--- src/rtl/flp_accum.sv ---
`default_nettype none
// +--------------------------------------------------------------------------+
// | flp_accum: floating-point stream accumulator (one add per accepted beat)  |
// | Optional macro FLP_ACCUM_STICKY_EN builds the sticky NaN/inf flags.       |
// | Revision: 1.0                                                            |
// +--------------------------------------------------------------------------+
module flp_accum #(
  parameter int EWIDTH  = 8,
  parameter int SWIDTH  = 23,
  parameter int RSWIDTH = 2,
  parameter int CWIDTH  = 16
) (
  input  logic                     clk,
  input  logic                     nrst,
  input  logic                     i_valid,
  input  logic [EWIDTH+SWIDTH:0]   i_data,
  input  logic                     i_last,
  output logic                     o_ready,
  output logic                     o_valid,
  output logic [EWIDTH+SWIDTH:0]   o_sum,
  output logic [CWIDTH-1:0]        o_count,
  input  logic                     i_ready,
  output logic                     o_nan,
  output logic                     o_inf
);

  localparam int c_fw = 1 + EWIDTH + SWIDTH;
  localparam int c_mw = SWIDTH + 1 + RSWIDTH;
  localparam int c_sw = c_mw + 2;
  localparam int c_xw = EWIDTH + 2;
  localparam logic [EWIDTH-1:0] c_emax = '1;
  localparam logic [c_fw-1:0]   c_qnan = {1'b0, c_emax, 1'b1, {(SWIDTH-1){1'b0}}};

  typedef enum logic [1:0] {IDLE = 2'd0, ACC = 2'd1, OUT = 2'd2} state_t;

  state_t              r_state, w_state_nxt;
  logic [c_fw-1:0]     r_acc, r_sum, w_sum_n;
  logic [CWIDTH-1:0]   r_count, r_ocount, w_count_inc;
  logic                w_accept, w_clear;

  // ---------------- unpack: a is the larger-magnitude operand ----------------
  logic                w_swap, w_sa, w_sb;
  logic [c_fw-1:0]     w_a, w_b;
  logic [EWIDTH-1:0]   w_ea_raw, w_eb_raw, w_ea, w_eb, w_d, w_dcap;
  logic [SWIDTH-1:0]   w_fa, w_fb;
  logic [c_mw-1:0]     w_ma, w_mb;
  logic                w_a_nan, w_b_nan, w_a_inf, w_b_inf;

  assign w_swap   = i_data[c_fw-2:0] > r_acc[c_fw-2:0];
  assign w_a      = w_swap ? i_data : r_acc;
  assign w_b      = w_swap ? r_acc : i_data;
  assign w_sa     = w_a[c_fw-1];
  assign w_sb     = w_b[c_fw-1];
  assign w_ea_raw = w_a[c_fw-2:SWIDTH];
  assign w_eb_raw = w_b[c_fw-2:SWIDTH];
  assign w_fa     = w_a[SWIDTH-1:0];
  assign w_fb     = w_b[SWIDTH-1:0];
  // Subnormals use effective exponent 1 with no hidden bit.
  assign w_ea     = (w_ea_raw == '0) ? {{(EWIDTH-1){1'b0}}, 1'b1} : w_ea_raw;
  assign w_eb     = (w_eb_raw == '0) ? {{(EWIDTH-1){1'b0}}, 1'b1} : w_eb_raw;
  assign w_ma     = {|w_ea_raw, w_fa, {RSWIDTH{1'b0}}};
  assign w_mb     = {|w_eb_raw, w_fb, {RSWIDTH{1'b0}}};
  assign w_a_nan  = (w_ea_raw == c_emax) & (|w_fa);
  assign w_b_nan  = (w_eb_raw == c_emax) & (|w_fb);
  assign w_a_inf  = (w_ea_raw == c_emax) & ~(|w_fa);
  assign w_b_inf  = (w_eb_raw == c_emax) & ~(|w_fb);

  // ---------------- align + iadd (shifted-out bits fold into a sticky LSB) ---
  logic [2*c_mw-1:0]   w_align;
  logic [c_mw:0]       w_as, w_bs;
  logic [c_sw-1:0]     w_add;

  assign w_d      = w_ea - w_eb;
  assign w_dcap   = (w_d > EWIDTH'(c_mw)) ? EWIDTH'(c_mw) : w_d;
  assign w_align  = {w_mb, {c_mw{1'b0}}} >> w_dcap;
  assign w_bs     = {w_align[2*c_mw-1:c_mw], |w_align[c_mw-1:0]};
  assign w_as     = {w_ma, 1'b0};
  assign w_add    = (w_sa == w_sb) ? ({1'b0, w_as} + {1'b0, w_bs})
                                   : ({1'b0, w_as} - {1'b0, w_bs});

  // ---------------- norm ----------------
  logic [c_xw-1:0]     w_lz, w_ea_x, w_sh, w_en, w_efield;
  logic [c_sw-1:0]     w_norm;

  always_comb begin
    w_lz = c_xw'(c_sw);
    for (int i = 0; i < c_sw; i++) begin
      if (w_add[i]) w_lz = c_xw'(c_sw - 1 - i);
    end
  end

  // Left shift is capped so the exponent never drops below 1 (gradual underflow).
  assign w_ea_x   = {2'b00, w_ea};
  assign w_sh     = (w_lz <= w_ea_x) ? w_lz : w_ea_x;
  assign w_norm   = w_add << w_sh;
  assign w_en     = w_ea_x + c_xw'(1) - w_sh;
  assign w_efield = w_norm[c_sw-1] ? w_en : '0;

  // ---------------- round (nearest-even) + pack ----------------
  logic [SWIDTH-1:0]        w_frac_n;
  logic                     w_lsb, w_guard, w_stk, w_inc, w_ovf;
  logic [c_xw+SWIDTH-1:0]   w_rnd;

  assign w_frac_n = w_norm[c_sw-2 -: SWIDTH];
  assign w_lsb    = w_norm[RSWIDTH+2];
  assign w_guard  = w_norm[RSWIDTH+1];
  assign w_stk    = |w_norm[RSWIDTH:0];
  assign w_inc    = w_guard & (w_stk | w_lsb);
  // Carry out of the fraction ripples straight into the exponent field.
  assign w_rnd    = {w_efield, w_frac_n} + {{(c_xw+SWIDTH-1){1'b0}}, w_inc};
  assign w_ovf    = w_rnd[c_xw+SWIDTH-1:SWIDTH] >= {2'b00, c_emax};

  always_comb begin
    w_sum_n = {w_sa, w_rnd[EWIDTH+SWIDTH-1:0]};
    if (w_a_nan | w_b_nan | (w_a_inf & w_b_inf & (w_sa != w_sb))) begin
      w_sum_n = c_qnan;
    end else if (w_a_inf | w_ovf) begin
      w_sum_n = {w_sa, c_emax, {SWIDTH{1'b0}}};
    end else if (w_add == '0) begin
      w_sum_n = {w_sa & w_sb, {(c_fw-1){1'b0}}};
    end
  end

  // ---------------- control ----------------
  always_comb begin
    w_state_nxt = r_state;
    o_ready     = 1'b0;
    o_valid     = 1'b0;
    case (r_state)
      IDLE, ACC: begin
        o_ready = 1'b1;
        if (i_valid) w_state_nxt = i_last ? OUT : ACC;
      end
      OUT: begin
        o_valid = 1'b1;
        if (i_ready) w_state_nxt = IDLE;
      end
      default: w_state_nxt = IDLE;
    endcase
  end

  assign w_accept    = i_valid & o_ready;
  assign w_clear     = o_valid & i_ready;
  assign w_count_inc = (&r_count) ? r_count : r_count + 1'b1;

  always_ff @(posedge clk) begin
    if (!nrst) begin
      r_state  <= IDLE;
      r_acc    <= '0;
      r_count  <= '0;
      r_sum    <= '0;
      r_ocount <= '0;
    end else begin
      r_state <= w_state_nxt;
      if (w_accept) begin
        r_acc   <= w_sum_n;
        r_count <= w_count_inc;
        if (i_last) begin
          r_sum    <= w_sum_n;
          r_ocount <= w_count_inc;
        end
      end else if (w_clear) begin
        r_acc   <= '0;
        r_count <= '0;
      end
    end
  end

  assign o_sum   = r_sum;
  assign o_count = r_ocount;

`ifdef FLP_ACCUM_STICKY_EN
  logic r_nan, r_inf, w_in_nan, w_in_inf, w_sn_nan, w_sn_inf;

  assign w_in_nan = (i_data[c_fw-2:SWIDTH] == c_emax) & (|i_data[SWIDTH-1:0]);
  assign w_in_inf = (i_data[c_fw-2:SWIDTH] == c_emax) & ~(|i_data[SWIDTH-1:0]);
  assign w_sn_nan = (w_sum_n[c_fw-2:SWIDTH] == c_emax) & (|w_sum_n[SWIDTH-1:0]);
  assign w_sn_inf = (w_sum_n[c_fw-2:SWIDTH] == c_emax) & ~(|w_sum_n[SWIDTH-1:0]);

  always_ff @(posedge clk) begin
    if (!nrst) begin
      r_nan <= 1'b0;
      r_inf <= 1'b0;
    end else if (w_accept) begin
      r_nan <= r_nan | w_in_nan | w_sn_nan;
      r_inf <= r_inf | w_in_inf | w_sn_inf;
    end else if (w_clear) begin
      r_nan <= 1'b0;
      r_inf <= 1'b0;
    end
  end

  assign o_nan = r_nan;
  assign o_inf = r_inf;
`else
  assign o_nan = 1'b0;
  assign o_inf = 1'b0;
`endif

endmodule
`default_nettype wire

--- config.mk ---
export PLATFORM = sky130hd
export DESIGN_NAME = flp_accum
export DESIGN_NICKNAME = d
export VERILOG_FILES = /design/src/rtl/flp_accum.sv
export SDC_FILE = /design/constraint.sdc
export NUM_CORES = 1
export LEC_CHECK = 0
export CORE_MARGIN = 2
export CORE_UTILIZATION = 30
export DETAILED_ROUTE_END_ITERATION = 12
export PLACE_DENSITY_LB_ADDON = 0.08
export REMOVE_ABC_BUFFERS = 1
export SLEW_MARGIN = 40
export SYNTH_ARGS = -nofsm -noshare
export SYNTH_HDL_FRONTEND = slang
export SYNTH_SLANG_ARGS = --single-unit
--- constraint.sdc ---
create_clock -name clk -period 75 [get_ports clk]
set_clock_uncertainty 0.15 [all_clocks]
set_input_delay 22.5 -clock clk [delete_from_list [all_inputs] [get_ports clk]]
set_output_delay 22.5 -clock clk [all_outputs]
set_load 0.02 [all_outputs]
# Word level (Yosys, flattened, before mapping)
# Index checks and enable logic that the tools add are counted.
word_totals:
  word_cells: 107
  reg_bits: 98
  out_inout_bits: 52
classes:
  magnitude_cmp: 4
  eq_ne: 8
  reduce_logical: 15
  muxes: 50
  n_addsub: 7
  bitwise_logic: 16
  shifts: 2
op_table:
  columns: ["operator", "count"]
  rows:
  - ["$mux 10", 29]
  - ["$mux 32", 7]
  - ["$shr 52x8->52", 1]
  - ["$mux 16", 3]
  - ["$reduce_or 23->1", 2]
  - ["$add 33x1->33", 1]
  - ["$gt 31x31->1", 1]
  - ["$add 27x27->28", 1]
  - ["$logic_not 28->1", 1]
  - ["$mux 28", 1]
  - ["$shl 28x10->28", 1]
  - ["$sub 27x27->28", 1]
  - ["$reduce_or 26->1", 1]
  - ["$mux 8", 3]
  - ["$add 16x1->16 const B", 1]
  - ["$eq 8x8->1 const B", 2]
  - ["$logic_not 8->1", 2]
  - ["$reduce_and 16->1", 1]
  - ["$reduce_or 8->1", 2]
  - ["$and 1x1->1", 10]
  - ["$ge 10x8->1 const B", 1]
  - ["$le 10x8->1", 1]
  - ["$sub 9x10->10", 1]
  - ["$add 8x1->9 const B", 1]
  - ["18 further kinds", 27]

# Longest topological paths before layout
logic_depth:
  depth_word: 51
  ltp_mapped: 90
  ltp_nobuf: 82

# Worst setup path before layout
# No wires, ideal clock.
synth_timing:
  path_kind: "in2reg"
  start: "input i_data[30]"
  end: "register r_sum[31] (netlist: o_sum[31])"
  required_ns: 74.734
  path_slack_ns: 35.893
  path_buffers: 11
  setup_time_ns: 0.116
  stages: 81
  arrival_time_ns: 38.841
  cell_sequence: "ha_1 > nand4_2 > nor4_2 > nand2_1 > a21boi_2 > nor2_2 > buf_6 > clkbuf_1 > clkbuf_1 > clkbuf_1 > buf_1 > mux2i_1 > nand2_1 > ha_1 > fa_1 > nor2b_1 > o21ai_0 > a211o_1 > (+45 left out) > inv_1 > ha_1 > fa_1 > a21oi_1 > nor2_1 > nor2_1 > o21bai_1 > a21oi_1 > xnor2_1 > nand2_1 > nor2_1 > and2_1 > nand4_1 > or4_1 > a211oi_2 > nand4_1 > mux2_1 > a41o_1"
synth_via:
  elab_chain_len: 50
  elab_cells_between_ends: 78
  cone_classes: "add/sub: 6; order compare: 4; eq/ne: 4; shift: 2; mux: 39; bitwise: 14; reduce/logical: 9"
synth_lines:
  columns: ["element", "line_no", "rtl"]
  rows:
  - ["start, declared", "16", "input logic [EWIDTH+SWIDTH:0] i_data,"]
  - ["$gt 31x31->1", "49", "assign w_swap = i_data[c_fw-2:0] > r_acc[c_fw-2:0];"]
  - ["$mux 32, on equally long branches", "50, 51", null]
  - ["$logic_not 8->1, on equally long branches", "59, 60", null]
  - ["$mux 8, on equally long branches", "59, 60", null]
  - ["$sub 8x8->8", "73", "assign w_d = w_ea - w_eb;"]
  - ["$gt 8x5->1", "74", "assign w_dcap = (w_d > EWIDTH'(c_mw)) ? EWIDTH'(c_mw) : w_d;"]
  - ["$mux 8", "74", null]
  - ["$shr 52x8->52", "75", "assign w_align = {w_mb, {c_mw{1'b0}}} >> w_dcap;"]
  - ["(+34 left out)", null, null]
  - ["$reduce_or 3->1", "107", "assign w_stk = |w_norm[RSWIDTH:0];"]
  - ["$or 1x1->1", "108", "assign w_inc = w_guard & (w_stk | w_lsb);"]
  - ["$and 1x1->1", "108", null]
  - ["$add 33x1->33", "110", "assign w_rnd = {w_efield, w_frac_n} + {{(c_xw+SWIDTH-1){1'b0}}, w_inc};"]
  - ["$ge 10x8->1", "111", "assign w_ovf = w_rnd[c_xw+SWIDTH-1:SWIDTH] >= {2'b00, c_emax};"]
  - ["$or 1x1->1", "117", "end else if (w_a_inf | w_ovf) begin"]
  - ["$mux 32", "117", null]
  - ["$mux 32 *", "115", "if (w_a_nan | w_b_nan | (w_a_inf & w_b_inf & (w_sa != w_sb))) begin"]
  - ["end signal, assigned", "159", "r_sum <= w_sum_n;"]
  - ["end, declared", "37", "logic [c_fw-1:0] r_acc, r_sum, w_sum_n;"]
# Every way passes the cells marked *; elsewhere a longest branch is shown, timed or not.
# A chain may end at the register's enable or synchronous reset.

# Worst setup path in the final report
layout_timing:
  start: "input i_data[30]"
  end: "register r_acc[14]"
layout_via:
  elab_chain_len: 51
  elab_cells_between_ends: 78
  cone_classes: "add/sub: 6; order compare: 4; eq/ne: 4; shift: 2; mux: 40; bitwise: 13; reduce/logical: 9"
layout_lines:
  columns: ["element", "line_no", "rtl"]
  rows:
  - ["$gt 31x31->1", "49", null]
  - ["$mux 32, on equally long branches", "50, 51", null]
  - ["$logic_not 8->1, on equally long branches", "59, 60", null]
  - ["$mux 8, on equally long branches", "59, 60", null]
  - ["$sub 8x8->8", "73", null]
  - ["$gt 8x5->1", "74", null]
  - ["$mux 8", "74", null]
  - ["$shr 52x8->52", "75", null]
  - ["(+35 left out)", null, null]
  - ["$or 1x1->1", "108", null]
  - ["$and 1x1->1", "108", null]
  - ["$add 33x1->33", "110", null]
  - ["$ge 10x8->1", "111", null]
  - ["$or 1x1->1", "117", null]
  - ["$mux 32", "117", null]
  - ["$mux 32 *", "115", null]
  - ["$mux 32 *", "155", "if (w_accept) begin"]
  - ["end signal, assigned", "156", "r_acc <= w_sum_n;"]
  - ["end, declared", "37", null]
# Marked as above.

==> qor.csv <==
stage,metric,value,unit
synthesis,"Seq/Total Area, Yosys",12.1,%
cts,clock slew at reported path FFs,70,ps
synthesis,post-synth top area share,12.1,%
global_route,GR Overflow Total,0,
finish,most frequent cells in the layout,"nand2_1 (256), nor2_1 (194), a21oi_1 (140)",
critical_path,type of the worst setup path,input port to register,
floorplan,die width,237,um
routing,wire per inst,24.3,um
global_route,largest net degree at the start of global routing,61,
flow_run,Max Cap Violations,0,
global_route,initial antenna violation count,5,
finish,"Net count, final",2417,
routing,drc violations,0,
routing,DR iter-0 viols,1655,
place,routability congestion estimate,0.932,
place,Place WS,31860,ps
critical_path,CP arrival,43260,ps
finish,"most common cell after layout, fill and taps aside",nand2_1,
cts,clk sinks,98,
place,DP HPWL,58200,um
finish,multi-input logic area,13300,um2
floorplan,die height,237,um
synthesis,Post-synth ARST share,0,%
synthesis,Synth Area in Simple Gates,28.2,%
global_route,first-pass GRT wire length,108000,um
synthesis,synthesized-area fraction occupied by adder cells,8.76,%
routing,Vias/cell,6.11,
floorplan,Core ar.,53700,um2
critical_path,max incr delay on CP,760,ps
sta,Final Hold Viols,0,
synthesis,Ys Warns,0,
cts,hold_buf cts,0,
sta,Final WS setup,31850,ps
sta,WHS,311,ps
sta,headroom to the max-slew limit,39.7,%
synthesis,ys flop type,dfxtp_1,
cts,CTS tree,built,
finish,# diodes,0,
cts,setup bufs post-CTS,0,
routing,Via Count,18100,
finish,cell area after layout,18000,um2
synthesis,mux cell area share after synthesis,7.55,%
global_route,vias in the first global route,17000,
synthesis,library cell with the largest summed area after synthesis,dfxtp_1,
sta,fmax,23.2,MHz
routing,Post-DRT Antenna Nets,0,
synthesis,synthesized instance count,2264,
sta,endpoints failing setup,0,
critical_path,CP Data Required Time,75110,ps
min_path,hold crit path type,register to register,
global_route,GRT Util Overall,24.7,%
outcome,outcome,finished clean,
floorplan,Initial Util,30.3,%
synthesis,xor and xnor area share after synthesis,4.19,%
synthesis,"EDFF count, synth",0,
synthesis,compound-gate portion of the synthesized area,32.7,%
finish,Synth-to-Final Area Change,10.7,%
place,count of input and output buffers,86,
finish,register area,1960,um2
cts,post_cts resized,0,
finish,layout cells sized above 1,9.38,%
sta,Period minus WS final,43150,ps
place,Placed Area,17600,um2
synthesis,Mapped Area,16200,um2
routing,Pre-Repair DR Iteration Count,6,
floorplan,die area,56000,um2
cts,clock latency reported for the late side of the worst-skew pair,350,ps
critical_path,crit path capture type,register,
synthesis,Synth cell types,124,
routing,total length of routed wires,72300,um
sta,fin crit share,57.5,%
synthesis,syn avg cell area,7.18,um2
sta,Max Slew Vio Count,0,
cts,Num CTS Buffers,9,
cts,Root Buffer,clkbuf_16,
critical_path,highest-delay cell along the critical path,a32oi_1,
synthesis,Seq cells post-synth,98,
critical_path,CP max FO,60,
floorplan,standard-cell rows,85,
floorplan,io pins,89,
critical_path,Startpoint Class,input port,
sta,unrepaired setup endpoints after global routing,no,
finish,fillers,5841,
sta,Worst-Margin Slew,900,ps
synthesis,main combinational cell family by area after synthesis,compound AO/OA/AOI/OAI gates,
cts,clock buffer depth,2,
sta,setup tns final,0,ps
cts,htree depth,3,
synthesis,synth top area cells,"dfxtp_1 (12%), ha_1 (8.4%), nand2_1 (6.0%)",
==> layout make-up <==
class / count / share of cell area [%]
clock inverter: 5 / 0.438
inverter: 117 / 2.45
timing repair buffer: 117 / 6.06
clock buffer: 10 / 1.33
multi-input combinational: 1925 / 74.0
tap: 696 / 4.84
sequential: 98 / 10.9
==> kinds of logic (layout without fill, tap and decap cells) <==
group	after synthesis	after routing
fa+ha+maj	112	112
simple gates	908	908
flops	98	98
buf+inv	242	249
xor+xnor	76	76
other cells	1	2
compound gates	722	722
mux	105	105
==> metrics by stage <==
step	utilization, %	std cells
2_1_floorplan	-	2140
6_report	33.5	2968
4_1_cts	33.5	2967
5_1_grt	33.5	2968
3_3_place_gp	32.8	2951
3_5_place_dp	32.9	2952
==> Yosys cell counts (all sizes together) (44+ instances only) <==
| library cell | number |
|---|---|
| nand3 | 107 |
| dfxtp | 98 |
| nor2 | 201 |
| clkbuf | 75 |
| inv | 112 |
| nor3 | 81 |
| mux2i | 58 |
| o21ai | 125 |
| nand2 | 261 |
| buf | 50 |
| a211oi | 56 |
| xnor2 | 49 |
| nor4 | 44 |
| o31ai | 58 |
| ha | 109 |
| a21oi | 144 |
==> sequential cells by signal, indices dropped and copies added, names as in the netlist <==
name     flops
r_state      2
r_count     16
o_sum       32
o_count     16
r_acc       32
==> path summary, 6_finish.rpt <==
kind	cells past startpoint	from	slack [ps]	end
hold / removal	2	o_sum[2]	310	o_sum[2]
setup / recovery	76	i_data[30]	31850	r_acc[14]
hold reg to reg	2	o_sum[2]	310	o_sum[2]
setup reg to reg	76	r_acc[30]	54010	r_acc[14]
==> routing by layer <==
| layer | up-vias | routed length, um | track usage (%) |
|---|---|---|---|
| met1 | 8853 | 32800 | 33.4 |
| met5 | - | 56 | 0 |
| met4 | 10 | 2540 | 8.07 |
| met2 | 658 | 33200 | 41.0 |
| li1 | 8494 | - | - |
| met3 | 114 | 3590 | 2.79 |
==> worst max-delay path, delay by kind of cell <==
kind                       cells  cell delay (ps)
xor gates and xnor gates       2              610
muxes                          2              880
AOI/OAI and AO/OA             21             5890
adders and majority gates      8             2690
and+or+nand+nor               34             7560
buffers and inverters          9             2960
Power is left out: the tool's default activity adds up to more than one toggle a clock period on the data nets, which glitch-free logic cannot reach.
